===== config.mk =====
export PLATFORM = sky130hd
export DESIGN_NAME = cp0_reg
export DESIGN_NICKNAME = d
export VERILOG_FILES = /design/src/rtl/cp0_reg.sv
export SDC_FILE = /design/constraint.sdc
export NUM_CORES = 1
export LEC_CHECK = 0
export CAP_MARGIN = 20
export CORE_ASPECT_RATIO = 1.75
export CORE_MARGIN = 1.5
export CORE_UTILIZATION = 48
export CTS_CLUSTER_SIZE = 12
export DETAILED_ROUTE_END_ITERATION = 10
export DONT_BUFFER_PORTS = 1
export PLACE_DENSITY_LB_ADDON = 0.1
export SLEW_MARGIN = 0
export SYNTH_ARGS = -nofsm -noshare
export SYNTH_HDL_FRONTEND = slang
export SYNTH_SLANG_ARGS = --single-unit

===== constraint.sdc =====
create_clock -name clk -period 5.1 [get_ports clk]
set_input_delay 1.53 -clock clk [delete_from_list [all_inputs] [get_ports clk]]
set_output_delay 1.53 -clock clk [all_outputs]
set_load 0.1 [all_outputs]

===== src/rtl/cp0_reg.sv =====
// CP0 register file and exception commit unit for the single-issue MIPS pipeline.
// Holds BadVAddr/Count/Compare/Status/Cause/EPC and drives flush/redirect.
module cp0_reg #(
    parameter logic [31:0] EXC_VECTOR = 32'hBFC00380,
    parameter logic [31:0] STATUS_RST = 32'h0040_0000
) (
    input  logic        clk,
    input  logic        rst,
    input  logic [40:0] cp0_bus,
    input  logic [31:0] epc_i,
    input  logic        is_in_delayslot_i,
    input  logic [31:0] bad_vaddr_i,
    input  logic [31:0] excepttype_i,
    input  logic [5:0]  ext_int,
    input  logic [7:0]  raddr,
    output logic [31:0] rdata,
    output logic [31:0] status_o,
    output logic [31:0] cause_o,
    output logic [31:0] epc_o,
    output logic        int_pending,
    output logic        flush,
    output logic [31:0] new_pc
);

    localparam logic [7:0] A_BADV    = 8'h40;
    localparam logic [7:0] A_COUNT   = 8'h48;
    localparam logic [7:0] A_COMPARE = 8'h58;
    localparam logic [7:0] A_STATUS  = 8'h60;
    localparam logic [7:0] A_CAUSE   = 8'h68;
    localparam logic [7:0] A_EPC     = 8'h70;

    localparam logic [31:0] STATUS_WMASK = 32'h0000_FF03;

    logic [31:0] r_badv;
    logic [31:0] r_count;
    logic [31:0] r_compare;
    logic [31:0] r_status;
    logic [31:0] r_cause;
    logic [31:0] r_epc;
    logic        r_tick;

    logic        w_eret;
    logic        w_exc;
    logic        w_we;
    logic [7:0]  w_addr;
    logic [31:0] w_wdata;
    logic [4:0]  w_exc_code;
    logic        w_addr_err;
    logic [31:0] w_epc_next;
    logic        w_exl;
    logic        w_timer_hit;

    assign w_eret      = (excepttype_i == 32'hE);
    assign w_exc       = (|excepttype_i) & ~w_eret;
    assign w_we        = cp0_bus[40] & ~w_exc & ~w_eret;
    assign w_addr      = cp0_bus[39:32];
    assign w_wdata     = cp0_bus[31:0];
    assign w_exl       = r_status[1];
    assign w_epc_next  = is_in_delayslot_i ? (epc_i - 32'd4) : epc_i;
    assign w_timer_hit = (r_count == r_compare);
    assign w_addr_err  = (excepttype_i == 32'h4) | (excepttype_i == 32'h5);

    // Unknown nonzero codes commit as reserved instruction.
    always_comb begin
        w_exc_code = 5'd10;
        case (excepttype_i)
            32'h1:   w_exc_code = 5'd0;
            32'h4:   w_exc_code = 5'd4;
            32'h5:   w_exc_code = 5'd5;
            32'h8:   w_exc_code = 5'd8;
            32'h9:   w_exc_code = 5'd9;
            32'hA:   w_exc_code = 5'd10;
            32'hC:   w_exc_code = 5'd12;
            default: w_exc_code = 5'd10;
        endcase
    end

    always_ff @(posedge clk) begin
        if (rst) begin
            r_tick  <= 1'b0;
            r_count <= 32'd0;
        end else begin
            r_tick <= ~r_tick;
            if (w_we && w_addr == A_COUNT) begin
                r_count <= w_wdata;
            end else if (r_tick) begin
                r_count <= r_count + 32'd1;
            end
        end
    end

    always_ff @(posedge clk) begin
        if (rst) begin
            r_compare <= 32'd0;
        end else if (w_we && w_addr == A_COMPARE) begin
            r_compare <= w_wdata;
        end
    end

    always_ff @(posedge clk) begin
        if (rst) begin
            r_status <= STATUS_RST;
        end else if (w_exc) begin
            r_status[1] <= 1'b1;
        end else if (w_eret) begin
            r_status[1] <= 1'b0;
        end else if (w_we && w_addr == A_STATUS) begin
            r_status <= (r_status & ~STATUS_WMASK)
                      | (w_wdata & STATUS_WMASK);
        end
    end

    always_ff @(posedge clk) begin
        if (rst) begin
            r_cause <= 32'd0;
        end else begin
            r_cause[15:10] <= {ext_int[5] | r_cause[30], ext_int[4:0]};
            if (w_we && w_addr == A_COMPARE) begin
                r_cause[30] <= 1'b0;
            end else if (w_timer_hit) begin
                r_cause[30] <= 1'b1;
            end
            if (w_we && w_addr == A_CAUSE) begin
                r_cause[9:8] <= w_wdata[9:8];
            end
            if (w_exc) begin
                r_cause[6:2] <= w_exc_code;
                if (!w_exl) begin
                    r_cause[31] <= is_in_delayslot_i;
                end
            end
        end
    end

    always_ff @(posedge clk) begin
        if (rst) begin
            r_epc <= 32'd0;
        end else if (w_exc) begin
            if (!w_exl) begin
                r_epc <= w_epc_next;
            end
        end else if (w_we && w_addr == A_EPC) begin
            r_epc <= w_wdata;
        end
    end

    always_ff @(posedge clk) begin
        if (rst) begin
            r_badv <= 32'd0;
        end else if (w_exc && w_addr_err) begin
            r_badv <= bad_vaddr_i;
        end
    end

    always_comb begin
        rdata = 32'd0;
        case (raddr)
            A_BADV:    rdata = r_badv;
            A_COUNT:   rdata = r_count;
            A_COMPARE: rdata = r_compare;
            A_STATUS:  rdata = r_status;
            A_CAUSE:   rdata = r_cause;
            A_EPC:     rdata = r_epc;
            default:   rdata = 32'd0;
        endcase
    end

    always_comb begin
        flush  = 1'b0;
        new_pc = 32'd0;
        if (!rst) begin
            if (w_eret) begin
                flush  = 1'b1;
                new_pc = r_epc;
            end else if (w_exc) begin
                flush  = 1'b1;
                new_pc = EXC_VECTOR;
            end
        end
    end

    assign status_o    = r_status;
    assign cause_o     = r_cause;
    assign epc_o       = r_epc;
    assign int_pending = r_status[0] & ~r_status[1]
                       & (|(r_cause[15:8] & r_status[15:8]));

endmodule


[Word level (Yosys, flattened, before mapping)]
Cells that the tools add are included.
Word-level totals
  flip-flop bits (word level): 176
  input port bits: 154
  output and inout bits: 162
  word-level logic and storage cells: 79
Cells by class
  add/sub/neg operators: 2
  eq/ne operators: 20
  multiplexer cells: 17
  bitwise operators: 13
  reduce and logical (&&, ||, !) cells: 15
Operators by type and width (number)
  2-to-1 mux 32 bit: 9
  case mux 32 bit (6 select lines): 1
  == test 32 x 4 -> 1 bit (second input constant): 4
  == test 8 x 7 -> 1 bit (second input constant): 11
  == test 32 x 3 -> 1 bit (second input constant): 2
  adder 32 x 1 -> 32 bit (second input constant): 1
  == test 32 x 1 -> 1 bit (second input constant): 1
  == test 32 bit: 1
  bitwise OR 32 x 16 -> 32 bit: 1
  OR reduction 32 bit: 1
  subtractor 32 x 3 -> 32 bit (second input constant): 1
  case mux 4 bit (6 select lines): 1
  AND 8 bit: 1
  OR reduction 8 bit: 1
  logical AND 1 bit: 6
  AND 1 bit: 5
  2-to-1 mux 1 bit: 5
  inverter 1 bit: 4
  AND reduction 2 bit: 2
  nonzero test 2 bit: 2
  AND reduction 3 bit: 1
  nonzero test 3 bit: 1
  2-to-1 mux 2 bit: 1
  != test 2 bit (second input constant): 1
  other kinds (2): 3

[Longest topological paths before layout]
Gate-level depths: netlist (run 1).
  depth after elaboration: 10
  mapped depth: 9
  depth with buffers taken out: 8

[Worst setup path before layout (run 1)]
No wires, ideal clock.
  path kind: input port to output port
  start: input excepttype_i[0]
  end: output new_pc[22]
  arrival time: 4.049 ns
  data required time: 3.570 ns
  slack: -0.479 ns
  stages on the path: 7
  buffers on the path: 2
  path through: buf_2 nor4_4 nand2_1 nor3_4 nor2_1 clkbuf_1 o21a_1
On the way
  word-level cells in the longest chain between the ends: 6
  elaborated cells on any way between the ends: 7
  classes of those cells: 1 x eq/ne; 3 x mux; 2 x bitwise; 1 x reduce/logical
RTL lines
  start: declaration: RTL line 13  | input logic [31:0] excepttype_i,
  == test 32 x 4 -> 1 bit: RTL line 53  | assign w_eret = (excepttype_i == 32'hE);
  inverter 1 bit (no source line)
  AND 1 bit: RTL line 54  | assign w_exc = (|excepttype_i) & ~w_eret;
  2-to-1 mux 32 bit: RTL line 175  | end else if (w_exc) begin
  2-to-1 mux 32 bit (*): RTL line 172  | if (w_eret) begin
  2-to-1 mux 32 bit (*): RTL line 171  | if (!rst) begin
  end: declaration: RTL line 22  | output logic [31:0] new_pc
Mark *: on every way between the ends. The rest lies on a longest branch, timed or not.

[Final worst setup path (run 1)]
  start: input excepttype_i[21]
  end: output new_pc[19]
On the way
  word-level cells in the longest chain between the ends: 3
RTL lines (RTL line)
  == test 32 x 4 -> 1 bit: 53
  2-to-1 mux 32 bit: 172
  2-to-1 mux 32 bit: 171
No other way between the ends.

==> summary.txt, run 1 <==
Synthesis
  • Synth Cell Area: roughly 0.0089 mm^2
  • Syn_area_per_cell: 7.854 um^2
  • Share of the synthesized area in the top cell type: between 30 and 40%
  • Most common cell in the netlist: nand2_1
  • Synth Register Bits: 153
  • Post-synth top cells: nand2_1, dfxtp_1, a21oi_1
  • Async SR Flop Fraction: 0%
  • Ranking of synthesized cells by area: dfxtp_1, nand2_1, xnor2_1, a21oi_1, a22oi_1
  • Synth cell types: 64
  • Post-Synthesis Cells: around 1100
  • Post-synth EDFFs: 0
  • Primary FF master, synth: dfxtp_1
  • Dominant cell type by area after synthesis: dfxtp_1
  • Sequential share of the synthesized area: about a third
  • Total of warnings raised by yosys: 0

GRT
  • Initial antenna violation count: 0
  • Gr usage total: around a third
  • First-pass GRT wire length: between 50000 and 60000 um
  • Number of global-route vias before repair: 8420
  • Largest net degree at the start of global routing: 155
  • Total gr overflow: 0

Placement
  • Placed insts: between 1000 and 1500
  • # port buffers: 0
  • Routability cong.: around 0.92
  • HPWL after DPL: between 20000 and 30000 um

Clock tree
  • TritonCTS clock tree: built
  • Clock Root Buffer: clkbuf_16
  • Clk slew on worst S/H paths: approximately 0.070 ns
  • Post-CTS Setup Bufs: 0
  • Clk_lat worst skew: about 0.43 ns
  • Clock Path Buffers: 2
  • Sink Count: about 150
  • # H-tree levels: 4
  • CTS Buf Count: 17
  • Cts repair resizes: 0
  • CTS Hold Buffers Added: 0

Worst hold path
  • Tightest Hold Check Type: flop to flop
  • Worst Hold Path EP: r_badv[3]
  • Hold path depth: 2
  • Hold path startpoint: r_badv[3]

STA
  • RSZ-0062 raised after global routing: no
  • Setup_tns: 0 ns
  • Finish-stage setup viols: 0
  • Worst Tran Pin Value: roughly 1.2 ns
  • Pins Over Slew Limit: 0
  • Final Critical Period: about 4.7 ns
  • Final hold violations: 0
  • Final period utilization: between 90 and 100%
  • FMAX: around 210 MHz
  • Clock Skews: between 0.01 and 0.015 ns
  • Slew headroom: 22.64%

Critical path
  • Worst-path fanout max: 20
  • R2r endpoint: r_count[26]
  • Reg2reg path depth: 7
  • CP Data Arrival Time: ~3.2 ns
  • CP Cell Sequence: nor4_1 -> nand4_1 -> nor2_1 -> nand2_1 -> nor2_1 -> buf_4 -> and2_1 -> buf_12
  • CP Class: primary input to output port
  • CP endpoint kind: output port
  • Most frequent CP cell: nor2_1
  • Worst path slowest cell: nor4_1
  • Worst setup SP type: primary input
  • Reg2Reg Setup Slack: 2.65 ns
  • Worst path max stage delay: between 0.3 and 0.4 ns
  • Worst endpoint required time: around 3.6 ns
  • R2r startpoint: r_count[1]

Floorplan
  • Die width: approximately 110 um
  • Rows: 65
  • Core box area: 0.01814 mm^2
  • Initial Util: 49.11%
  • Die span in y: roughly 180 um
  • # IOs: approximately 320
  • Die ar.: ~0.019 mm^2

Finish
  • Area growth, synth to finish: 25.29%
  • Finished Core Util: about three fifths
  • Final nets: 1360
  • Fillers: around 1600
  • Ant diodes: 0
  • Layout cells sized above 1: roughly 16%
  • Non-Filler Instances: about 1400

Drt
  • Post-Route WL: 33910 um
  • DRT Pass-1 Iters: 5
  • Post-DRT Antenna Nets: 0
  • Drc violations: 0
  • Avg Vias per Cell: about 6.0
  • 1st-iter DRT viols: 567
  • Vias: between 8000 and 9000
  • WL per Instance: about 23 um

Job
  • Max_cap viols: 0

Power and ir drop
  • Psw: around 940 uW
  • Total Power: approximately 3.0 mW
  • Internal power: slightly above 2 mW
  • Seq pwr share: ~42%
  • VDD IR max: around 0.21 mV
  • Static Leak: a little over 4 nW
  • Power Dens Cells: around 270 mW/mm^2
  • Switching share of power: a little under a third
  • Comb pwr share: between 10% and 20%
  • Clock power frac: approximately 43%

Outcome
  • Outcome: completed
==> worst max-delay path, delay by kind of cell <==
kind | cells | cell delay, ns
buffers and inverters | 2 | 0.44
AND/OR/NAND/NOR | 6 | 1.21
==> worst max-delay path by stage <==
| stage | slack, ns | depth (start not counted) | endpoint | from |
|---|---|---|---|---|
| 2_1_floorplan | 0.01 | 7 | new_pc[22] | excepttype_i[0] |
| 3_3_place_gp | 0.44 | 8 | new_pc[21] | excepttype_i[21] |
| 3_5_place_dp | 0.36 | 8 | new_pc[4] | excepttype_i[21] |
| 4_1_cts | 0.36 | 8 | new_pc[4] | excepttype_i[21] |
| 5_1_grt | 0.18 | 8 | new_pc[21] | excepttype_i[21] |
| 6_report | 0.38 | 8 | new_pc[19] | excepttype_i[21] |
==> cell usage in the layout, fill, tap and decap left out, types with 12 or more instances in the layout <==
cell type and count:
nand2_1 219, dfxtp_1 153, a21oi_1 101, nor2_1 89, a22oi_1 66, buf_12 66, xnor2_1 64, buf_4 63
conb_1 40, nand3_1 32, a211oi_1 32, xor2_1 26, and2_1 24, nand4_1 21, clkbuf_16 17, nor4_1 16
o211ai_1 14, o21a_1 12, a211o_1 12
==> state kept, by name, summed over array words and instances (netlist names) <==
name,flops
cause_o,14
r_badv,32
epc_o,32
r_tick,1
status_o,10
r_count,32
r_compare,32
==> kinds of logic after synthesis <==
logic type,Yosys count,share of synthesized area [%]
buffers and inverters,132,8.148
other,2,0.08432
adder cells (fa/ha/maj),2,0.2809
AND/OR/NAND/NOR,477,26.48
flip-flops,153,34.39
AO/OA/AOI/OAI,267,20.53
multiplexers,11,1.236
XOR/XNOR,90,8.851
==> power by group through the flow <==
stage	combinational, mW	sequential (mW)	clock, mW
floorplan	0.299	1.40	0
global placement	0.442	1.30	0
detailed placement	0.457	1.30	0
CTS	0.457	1.27	1.28
global route	0.479	1.27	1.33
finish	0.464	1.27	1.28
==> stage by stage <==
stage          hold slack (ns)  worst slack, ns  instance area, um^2
2_1_floorplan           0.4312         0.009917                 9050
3_3_place_gp            0.4369           0.4394                10470
3_5_place_dp            0.4419           0.3600                10530
4_1_cts                 0.4493           0.3581                11120
5_1_grt                 0.4815           0.1825                11160
6_report                0.4539           0.3836                11160
==> layer usage <==
layer  up-vias  global-route usage [%]  routed length [um]
li1       4067                       -                   -
met3        95                   7.818                2455
met2       398                   61.53               17370
met1      4116                   36.15               11540
met5         -                       0                   0
met4         0                   24.22                2545
==> layout make-up <==
type,instances,area (um^2),area share [%]
multi-input cells,887,5286,47.38
flip-flops and latches,153,3063,27.45
repair buffers,135,1893,16.97
clock buffers,21,470.5,4.216
well taps,234,292.8,2.624
clock inverters,9,115.1,1.032
inverters,10,37.54,0.3364
Power figures use the tool's default switching activity.
==> inputs of run 2 (changes only) <==
==> constraint.sdc (replaced) <==
create_clock -name clk -period 5.1 [get_ports clk]
set_input_delay 1.53 -clock clk [delete_from_list [all_inputs] [get_ports clk]]
set_output_delay 1.53 -clock clk [all_outputs]
set_load 0.005 [all_outputs]
==> summary.txt, run 2 (synthesis gave the netlist of run 1 again) <==
Outcome
  • Outcome: completed

Drt
  • Post-Route WL: 32870 um (-3.1%)
  • Avg Vias per Cell: 6.149 (+2.7%)
  • Drc violations: 0 (unchanged)
  • Vias: 8215 (-5.3%)
  • WL per Instance: 24.61 um (+5.1%)
  • DRT Pass-1 Iters: 5 (unchanged)
  • 1st-iter DRT viols: 599 (+5.6%)
  • Post-DRT Antenna Nets: 0 (unchanged)

Power and ir drop
  • Static Leak: 3.231 nW (-20%)
  • VDD IR max: 0.1850 mV (-11%)
  • Psw: 638.9 uW (-32%)
  • Comb pwr share: 3.9% (-12 points)
  • Seq pwr share: 47.7% (+5.6 points)
  • Internal power: 2.017 mW (-2.4%)
  • Switching share of power: 24.05% (-7.2 points)
  • Clock power frac: 48.4% (+5.9 points)
  • Power Dens Cells: 281.3 mW/mm^2 (+4.4%)

GRT
  • Initial antenna violation count: 0 (unchanged)
  • Total gr overflow: 0 (unchanged)
  • Number of global-route vias before repair: 7709 (-8.4%)
  • Gr usage total: 33.00% (-1.8 points)
  • Largest net degree at the start of global routing: 155 (unchanged)
  • First-pass GRT wire length: 47350 um (-6.3%)

STA
  • FMAX: 219.6 MHz (+3.6%)
  • Setup_tns: 0 ns (unchanged)
  • Final hold violations: 0 (unchanged)
  • Pins Over Slew Limit: 0 (unchanged)
  • Slew headroom: 20.72% (-1.9 points)
  • Final hold slack: 0.4555 ns (+0.001552 ns)
  • Final Critical Period: 4.553 ns (-0.1631 ns)
  • Final period utilization: 89.28% (-3.2 points)
  • RSZ-0062 raised after global routing: no
  • Clock Skews: 0.01149 ns (+0.0006619 ns)
  • Finish-stage setup viols: 0 (unchanged)
  • Worst Tran Pin Value: 1.189 ns (+0.03047 ns)

Clock tree
  • CTS Buf Count: 17 (unchanged)
  • # H-tree levels: 4 (unchanged)
  • Clk slew on worst S/H paths: 0.07 ns (about the same)
  • Clk_lat worst skew: 0.43 ns (about the same)
  • TritonCTS clock tree: built
  • Cts repair resizes: 0 (unchanged)
  • CTS Hold Buffers Added: 0 (unchanged)
  • Clock Root Buffer: clkbuf_16
  • Clock Path Buffers: 2 (unchanged)
  • Sink Count: 153 (unchanged)
  • Post-CTS Setup Bufs: 0 (unchanged)

Job
  • Max_cap viols: 0 (unchanged)

Critical path
  • CP Data Arrival Time: 3.02 ns (-0.17 ns)
  • Worst endpoint required time: 3.57 ns (about the same)
  • Reg2Reg Setup Slack: 2.75 ns (+0.10 ns)
  • R2r startpoint: r_count[0]
  • Worst-path fanout max: 11 (-45%)
  • Reg2reg path depth: 7 (unchanged)
  • R2r endpoint: r_count[26]
  • CP endpoint kind: output port
  • Worst setup SP type: primary input
  • CP Class: primary input to output port

Finish
  • Commonest non-fill, non-tap cell in the layout: nand2_1
  • Multi-input gate area: 0.005279 mm^2 (-0.14%)
  • Area growth, synth to finish: 6.041%
  • Final nets: 1245 (-8.5%)
  • Layout cells sized above 1: 7.441% (-8.6 points)
  • Ant diodes: 0 (unchanged)
  • Finished Core Util: 52.07% (-9.5 points)
  • Reg area: 0.003063 mm^2 (unchanged)
  • Fillers: 1842 (+14%)
  • Commonest cells after routing, fill and taps aside: nand2_1, dfxtp_1, a21oi_1, nor2_1, a22oi_1

Placement
  • Routability cong.: 0.8943 (-3.0%)
  • HPWL after DPL: 24230 um (-3.9%)
  • # port buffers: 0 (unchanged)

Worst hold path
  • Hold path startpoint: r_badv[7]
  • Tightest Hold Check Type: flop to flop
  • Hold path depth: 2 (unchanged)
  • Worst Hold Path EP: r_badv[7]

Floorplan
  • Rows: 65 (unchanged)
  • Core box area: 0.01814 mm^2 (unchanged)
  • # IOs: 316 (unchanged)
  • Initial Util: 49.11% (unchanged)
  • Die ar.: 0.01941 mm^2 (unchanged)
  • Die width: 106.0 um (unchanged)
  • Die span in y: 183.2 um (unchanged)
## run 2: power by group through the flow
stage               Clock (mW)  Combinational (mW)  Sequential, mW
floorplan                    0               0.134            1.26
global placement             0               0.101            1.29
detailed placement           0               0.103            1.29
CTS                       1.30               0.103            1.27
global route              1.35               0.116            1.27
finish                    1.29               0.103            1.27
## run 2: how the worst max path moves through the flow
stage                          from          to  slack [ns]  cells after the start
finish              excepttype_i[9]  new_pc[19]        0.55                      7
global route        excepttype_i[9]  new_pc[30]        0.48                      7
CTS                 excepttype_i[9]  new_pc[30]        0.57                      7
detailed placement  excepttype_i[9]  new_pc[30]        0.58                      7
global placement    excepttype_i[9]  new_pc[10]        0.62                      7
floorplan           excepttype_i[0]  new_pc[22]        0.69                      7
## run 2: layer usage
layer / vias up / global-route usage (%) / part of all wire (%)
li1: 3830 / - / -
met1: 3881 / 34.34 / 35
met2: 412 / 59.04 / 51
met3: 92 / 8.280 / 7.8
met4: 0 / 19.89 / 6.1
met5: - / 0 / 0
## run 2: per-stage QoR
stage          instances  power [mW]  instance area [um^2]  setup WS [ns]
2_1_floorplan       1172       1.398                  9049         0.6902
3_3_place_gp        1304       1.395                  8847         0.6234
3_5_place_dp        1304       1.395                  8847         0.5829
4_1_cts             1336       2.667                  9444         0.5725
5_1_grt             1336       2.728                  9444         0.4751
6_report            1336       2.656                  9444         0.5468
## run 2: worst max-delay path, stage by stage
cell and delay, ns:
nor4_1 0.39, nand4_1 0.28, nor2_1 0.20, nand2_1 0.08, nor2_1 0.15, buf_4 0.21
and2_1 0.17
## run 2: layout make-up
| cell class | count | share of cell area [%] |
|---|---|---|
| clock buffer | 20 | 4.836 |
| inverter | 10 | 0.3975 |
| multi-input combinational | 887 | 55.90 |
| clock inverter | 12 | 1.484 |
| timing repair buffer | 20 | 1.855 |
| sequential | 153 | 32.43 |
| tap | 234 | 3.100 |
